`config.mk`:
```
export PLATFORM = sky130hd
export DESIGN_NAME = pattern_fsm
export DESIGN_NICKNAME = d
export VERILOG_FILES = /design/src/rtl/pattern_fsm_pkg.sv /design/src/rtl/pattern_fsm_sat_counter.sv /design/src/rtl/pattern_fsm.sv
export SDC_FILE = /design/constraint.sdc
export NUM_CORES = 1
export LEC_CHECK = 0
export BUFFER_PORTS_ARGS = -buffer_cell sky130_fd_sc_hd__buf_2
export CAP_MARGIN = 20
export CELL_PAD_IN_SITES_DETAIL_PLACEMENT = 0
export CELL_PAD_IN_SITES_GLOBAL_PLACEMENT = 1
export CORE_ASPECT_RATIO = 1.1
export CORE_UTILIZATION = 34
export CTS_BUF_LIST = sky130_fd_sc_hd__clkbuf_16
export DETAILED_ROUTE_END_ITERATION = 7
export PLACE_DENSITY_LB_ADDON = 0.1
export RECOVER_POWER = 25
export SLEW_MARGIN = 25
export SYNTH_ARGS = -nofsm -noshare
export SYNTH_HDL_FRONTEND = slang
export SYNTH_HIERARCHICAL = 1
export SYNTH_SLANG_ARGS = --single-unit
```
`constraint.sdc`:
```
create_clock -name clk -period 1.8 [get_ports clk]
set_clock_uncertainty 0.15 [all_clocks]
set_input_delay 0.36 -clock clk [delete_from_list [all_inputs] [get_ports clk]]
set_output_delay 0.36 -clock clk [all_outputs]
set_load 0.01 [all_outputs]
```
`src/rtl/pattern_fsm_pkg.sv`:
```
`default_nettype none
// ============================================================================
// Module      : pattern_fsm_pkg
// Description : Elaboration-time helpers for the serial pattern detector.
//               delta()       - KMP-style transition: longest prefix of the
//                               pattern that is a suffix of (prefix s, bit b)
//               fail_len()    - longest proper prefix that is also a suffix
//               state_width() - bits needed to hold 0..pat_w
//               Patterns are carried left-aligned in pat_w bits of a 16-bit
//               vector; bit pat_w-1 is the first bit received.
// Revision    : 1.0 - initial release
// ============================================================================
package pattern_fsm_pkg;

  localparam int c_max_pat_w = 16;

  // i-th received bit of the pattern (i = 0 is the first bit on the wire)
  function automatic logic pat_bit(input logic [c_max_pat_w-1:0] pattern,
                                   input int pat_w, input int i);
    return pattern[pat_w-1-i];
  endfunction

  function automatic int state_width(input int pat_w);
    int w;
    w = 1;
    for (int i = 1; i <= 5; i++) begin
      if ((1 << i) < pat_w + 1) w = i + 1;
    end
    return w;
  endfunction

  function automatic int delta(input logic [c_max_pat_w-1:0] pattern,
                               input int pat_w, input int s, input logic b);
    logic [c_max_pat_w:0] t;
    int                   res;
    bit                   ok;
    res = 0;
    t   = '0;
    // t holds the matched prefix followed by the new bit, t[0] oldest
    for (int j = 0; j < c_max_pat_w; j++) begin
      if (j < s) t[j] = pat_bit(pattern, pat_w, j);
    end
    t[s] = b;
    // ascending k with overwrite leaves the longest candidate
    for (int k = 1; k <= c_max_pat_w; k++) begin
      if (k <= s + 1 && k <= pat_w) begin
        ok = 1'b1;
        for (int j = 0; j < c_max_pat_w; j++) begin
          if (j < k) begin
            if (t[s+1-k+j] != pat_bit(pattern, pat_w, j)) ok = 1'b0;
          end
        end
        if (ok) res = k;
      end
    end
    return res;
  endfunction

  function automatic int fail_len(input logic [c_max_pat_w-1:0] pattern,
                                  input int pat_w);
    int res;
    bit ok;
    res = 0;
    for (int k = 1; k < c_max_pat_w; k++) begin
      if (k < pat_w) begin
        ok = 1'b1;
        for (int j = 0; j < c_max_pat_w; j++) begin
          if (j < k) begin
            if (pat_bit(pattern, pat_w, j) != pat_bit(pattern, pat_w, pat_w - k + j))
              ok = 1'b0;
          end
        end
        if (ok) res = k;
      end
    end
    return res;
  endfunction

endpackage
`default_nettype wire

```
`src/rtl/pattern_fsm_sat_counter.sv`:
```
`default_nettype none
// ============================================================================
// Module      : sat_counter
// Description : Saturating up-counter with sticky saturation flag.
//               clk, rst_n : clock, asynchronous active-low reset
//               inc        : count request
//               clr        : synchronous clear of count and flag (wins)
//               cnt [W]    : current count, holds at all-ones
//               sat        : set by any inc seen while cnt is all-ones
// Revision    : 1.0 - initial release
// ============================================================================
module sat_counter #(
  parameter int W = 8
) (
  input  logic         clk,
  input  logic         rst_n,
  input  logic         inc,
  input  logic         clr,
  output logic [W-1:0] cnt,
  output logic         sat
);

  logic [W-1:0] r_cnt;
  logic         r_sat;

  always_ff @(posedge clk or negedge rst_n) begin
    if (!rst_n) begin
      r_cnt <= '0;
      r_sat <= 1'b0;
    end else if (clr) begin
      r_cnt <= '0;
      r_sat <= 1'b0;
    end else if (inc) begin
      if (r_cnt == {W{1'b1}}) r_sat <= 1'b1;
      else                    r_cnt <= r_cnt + 1'b1;
    end
  end

  assign cnt = r_cnt;
  assign sat = r_sat;

endmodule
`default_nettype wire

```
`src/rtl/pattern_fsm.sv`:
```
`default_nettype none
// ============================================================================
// Module      : pattern_fsm
// Description : Serial sequence detector tracking the longest matched prefix
//               of PATTERN, with optional overlap and saturating match count.
//               clk, rst_n : clock, asynchronous active-low reset
//               en         : sample qualifier for x
//               x          : serial data bit
//               clr        : synchronous clear (state, counter, flags)
//               state      : matched-prefix length, 0..PAT_W-1
//               match      : registered one-cycle pulse per completed match
//               match_cnt  : saturating match count
//               cnt_sat    : sticky, match seen while count was all-ones
// Revision    : 1.0 - initial release
// ============================================================================
module pattern_fsm
  import pattern_fsm_pkg::*;
#(
  parameter int             PAT_W   = 4,
  parameter logic [PAT_W-1:0] PATTERN = 4'b1011,
  parameter int             OVERLAP = 1,
  parameter int             CNT_W   = 8
) (
  input  logic                          clk,
  input  logic                          rst_n,
  input  logic                          en,
  input  logic                          x,
  input  logic                          clr,
  output logic [state_width(PAT_W)-1:0] state,
  output logic                          match,
  output logic [CNT_W-1:0]              match_cnt,
  output logic                          cnt_sat
);

  localparam int                   c_sw   = state_width(PAT_W);
  localparam int                   c_ns   = 1 << c_sw;
  localparam logic [c_max_pat_w-1:0] c_pat  = c_max_pat_w'(PATTERN);
  localparam int                   c_fail = fail_len(c_pat, PAT_W);
  localparam logic [c_sw-1:0]      c_full = c_sw'(PAT_W);
  localparam logic [c_sw-1:0]      c_rest = (OVERLAP != 0) ? c_sw'(c_fail) : '0;

  // Constant transition tables, one entry per encodable state; codes at or
  // above PAT_W are unreachable and map to the empty prefix.
  logic [c_sw-1:0] w_dlt0 [c_ns];
  logic [c_sw-1:0] w_dlt1 [c_ns];

  for (genvar s = 0; s < c_ns; s++) begin : g_delta
    if (s < PAT_W) begin : g_live
      localparam int c_d0 = delta(c_pat, PAT_W, s, 1'b0);
      localparam int c_d1 = delta(c_pat, PAT_W, s, 1'b1);
      assign w_dlt0[s] = c_sw'(c_d0);
      assign w_dlt1[s] = c_sw'(c_d1);
    end else begin : g_unreach
      assign w_dlt0[s] = '0;
      assign w_dlt1[s] = '0;
    end
  end

  logic [c_sw-1:0] r_state;
  logic            r_match;
  logic [c_sw-1:0] w_cand;
  logic [c_sw-1:0] w_state_nxt;
  logic            w_hit;
  logic            w_match_nxt;

  // state register
  always_ff @(posedge clk or negedge rst_n) begin
    if (!rst_n) begin
      r_state <= '0;
      r_match <= 1'b0;
    end else begin
      r_state <= w_state_nxt;
      r_match <= w_match_nxt;
    end
  end

  // next-state logic
  always_comb begin
    w_cand      = x ? w_dlt1[r_state] : w_dlt0[r_state];
    w_hit       = 1'b0;
    w_state_nxt = r_state;
    if (clr) begin
      w_state_nxt = '0;
    end else if (en) begin
      if (w_cand == c_full) begin
        // full match never becomes a state; fall back to the border
        w_hit       = 1'b1;
        w_state_nxt = c_rest;
      end else begin
        w_state_nxt = w_cand;
      end
    end
  end

  // output logic (registered through r_match)
  always_comb begin
    w_match_nxt = w_hit;
  end

  sat_counter #(
    .W (CNT_W)
  ) u_cnt (
    .clk   (clk),
    .rst_n (rst_n),
    .inc   (w_hit),
    .clr   (clr),
    .cnt   (match_cnt),
    .sat   (cnt_sat)
  );

  assign state = r_state;
  assign match = r_match;

  always_ff @(posedge clk) begin
    if (rst_n) assert (r_state < c_full);
  end

endmodule
`default_nettype wire

```
==> key figures <==
Place
  • DP HPWL: 1070 um
  • Placed instance area: 850 um^2
  • Place WS: -0.0487 ns
  • I/O Buffers: 17
  • RePlAce Congestion: 0.769

Logic synthesis
  • Area contributors post-synth: dfrtp_1 (48%), a211oi_1 (3.3%), nand4bb_1 (3.3%), nand4_4 (3.2%), a21oi_1 (3.0%)
  • Yosys cell types: 32
  • Post-synthesis sequential area ratio: 48.2%
  • Most used DFF post-synth: dfrtp_1
  • Post-synth ARST share: 100%
  • Top-count cell post-synth: dfrtp_1
  • Yosys warnings: 6
  • Gate Count Post-Synth: 61
  • Number of synthesized flops with an enable pin: 0
  • Mapped Nets: 67
  • Register bit count reported by yosys: 13
  • Post-Syn Area: 674 um^2
  • Dominant cell type by area after synthesis: dfrtp_1
  • Yosys top cell area share: 48.2%
  • Syn Area/Cell: 11.1 um^2
  • Synth cell count leaders: dfrtp_1 (13), nand2_1 (5), a21oi_1 (4)

STA
  • Rel. slew slack: 52.2%
  • Final Hold Fails: 0
  • Minimum clock period: 1.76 ns
  • Final period utilization: 97.6%
  • Worst Slack Setup Final: 0.0434 ns
  • Worst slew pin tran: 0.717 ns
  • Setup violators final: 0
  • Fmax achieved: 0.569 GHz
  • Final Max Slew Viols: 0
  • RSZ-0062 raised after global routing: yes

Die
  • Num rows: 16
  • Die footprint: 2170 um^2
  • Initial Util: 37.0%
  • Core area: 1820 um^2
  • Chip Height: 48.7 um
  • DIE WIDTH: 44.5 um
  • I/O pin cnt: 18

Clocking
  • Reg clk slew, reported paths: 0.05 ns
  • Root buf cell: clkbuf_16
  • Clk_lat worst skew: 0.24 ns
  • Clock Path Buffers: 2
  • CTS-repair resized insts: 0
  • CTS Buf Count: 3
  • H-tree levels: 1
  • CTS tree: done
  • Num Clock Sinks: 13

Global routing
  • First-pass GRT wire length: 2490 um
  • Initial antenna violation count: 0
  • Global route total overflow: 0
  • Vias in the first global route: 517
  • Largest net degree at the start of global routing: 14
  • All-layer global routing usage: 15.4%

Setup path
  • Crit start category: flip-flop
  • CP peak stage delay: 0.41 ns
  • WP buf/inv: 0
  • Critical path class: flip-flop to flip-flop
  • Worst EP required: 1.81 ns
  • CP max FO: 6
  • Crit end category: flip-flop
  • Largest delay share family, worst path: simple AND/OR/NAND/NOR gates
  • Slowest cell on crit path: or4_1
  • CP cell instances: nor4bb_1 -> and3_2 -> nand4_4 -> or4_1 -> o21ai_1
  • Worst R2R Setup Slack: 0.04 ns
  • Critical Path AT: 1.77 ns

Power and ir drop
  • Switching power: 0.000142 W
  • Clock share of power: 55.9%
  • Part of the power in registers: 39.9%
  • Overall Power: 0.000743 W
  • Pwr dens: 783 nW/um^2
  • Sw Share: 19.1%
  • Logic gate share of total power: 4.2%
  • P_leak: 0.479 nW
  • P_int: 0.000601 W
  • VDD IR max: 525 uV

Route
  • 1st-iter DRT viols: 12
  • Via count: 599
  • Post-route ant nets: 0
  • Vias per inst: 5.03
  • Detailed Route WL: 1530 um
  • DR WL/cell: 12.8 um
  • DRC: 0
  • Drt first pass iters: 4

Worst hold path
  • Type of the tightest min-delay check: primary input to flip-flop

Final layout
  • Area Growth Syn to Fin: 40.6%
  • Layout Nets: 99
  • Final Instance Area: 948 um^2
  • Antenna cells: 0
  • Fraction of layout cells with a size suffix above 1: 37.0%

Outcome
  • Status: finished, final reports clean

Job
  • Max Cap Viol: 0
-- logic make-up after synthesis --
kind of cell               Yosys count  synth area share, %
buffers and inverters                4                 2.97
and+or+nand+nor                     25                 26.3
DFF                                 13                 48.2
AOI/OAI and AO/OA                   16                 16.9
muxes                                2                 3.71
adders and majority gates            1                 1.85
-- metal layers --
metal  vias up  global-route usage [%]  wire length (um)
li1        303                       -                 -
met5         -                       0                 0
met2        11                    20.8               690
met3         2                    3.36                37
met1       283                    23.6               785
met4         0                    6.06                13
-- power by group through the flow --
stage,Sequential (W),Clock [W],Combinational (W)
final,0.000297,0.000415,0.0000312
after global placement,0.000301,0,0.0000298
after global routing,0.000296,0.000434,0.0000352
after detailed placement,0.000301,0,0.0000297
after floorplan,0.000302,0,0.00000990
after CTS,0.000297,0.000419,0.0000313
-- worst register-to-register path, delay by kind of cell (launching register included) --
kind	cells	cell delay (ns)
AND/OR/NAND/NOR	4	1.08
flip-flops	1	0.36
AO/OA/AOI/OAI	1	0.09
-- cell type report --
class | count | area, um^2
Clock buffer | 3 | 75.1
Clock inverter | 1 | 3.75
Fill cell | 155 | 873
Inverter | 2 | 7.51
Multi-Input combinational cell | 44 | 330
Sequential cell | 13 | 325
Tap cell | 27 | 33.8
Timing Repair Buffer | 29 | 173
-- layout by cell type (no fill, tap or decap), types with 2 or more instances in the layout --
master,count
a311oi_1,2
nand2_1,5
dfrtp_1,13
a31oi_1,2
buf_2,16
clkbuf_16,3
a211oi_1,3
clkbuf_1,2
nor2_1,2
a21oi_1,4
inv_1,3
and3_2,2
nand2b_1,2
buf_4,10
and3_1,2
nand4bb_1,2
-- metrics by stage --
stage	util, %	setup TNS [ns]	instances	hold WS [ns]
after global placement	46.6	-0.0150	112	0.117
final	52.1	0	119	0.188
after detailed placement	46.6	-0.0612	112	0.119
after CTS	51.5	0	117	0.190
after global routing	52.1	-0.0548	119	0.218
after floorplan	-	0	61	-0.0856
-- flip-flops by register name (all words and copies together) (netlist names) --
name       cells
u_cnt/sat      1
match          1
u_cnt/cnt      8
state          3
-- repair_timing --
| action | in CTS | in global routing |
|---|---|---|
| hold buffers | 1 | 0 |
| hold endpoints to repair | 13 | 0 |
| endpoints found under the setup margin | 0 | 3 |
| setup buffers | 0 | 2 |
-- path summary, 6_finish.rpt --
path,startpoint,to,cells past startpoint
max in group asynchronous,rst_n,u_cnt/cnt[7],2
worst max-delay path,state[1],u_cnt/cnt[5],5
worst min-delay path,en,state[2],2
worst max register to register,state[1],u_cnt/cnt[5],5
min in group asynchronous,rst_n,u_cnt/cnt[4],2
worst min register to register,u_cnt/sat,u_cnt/sat,2
No activity file was read; power rests on OpenSTA's default activity.
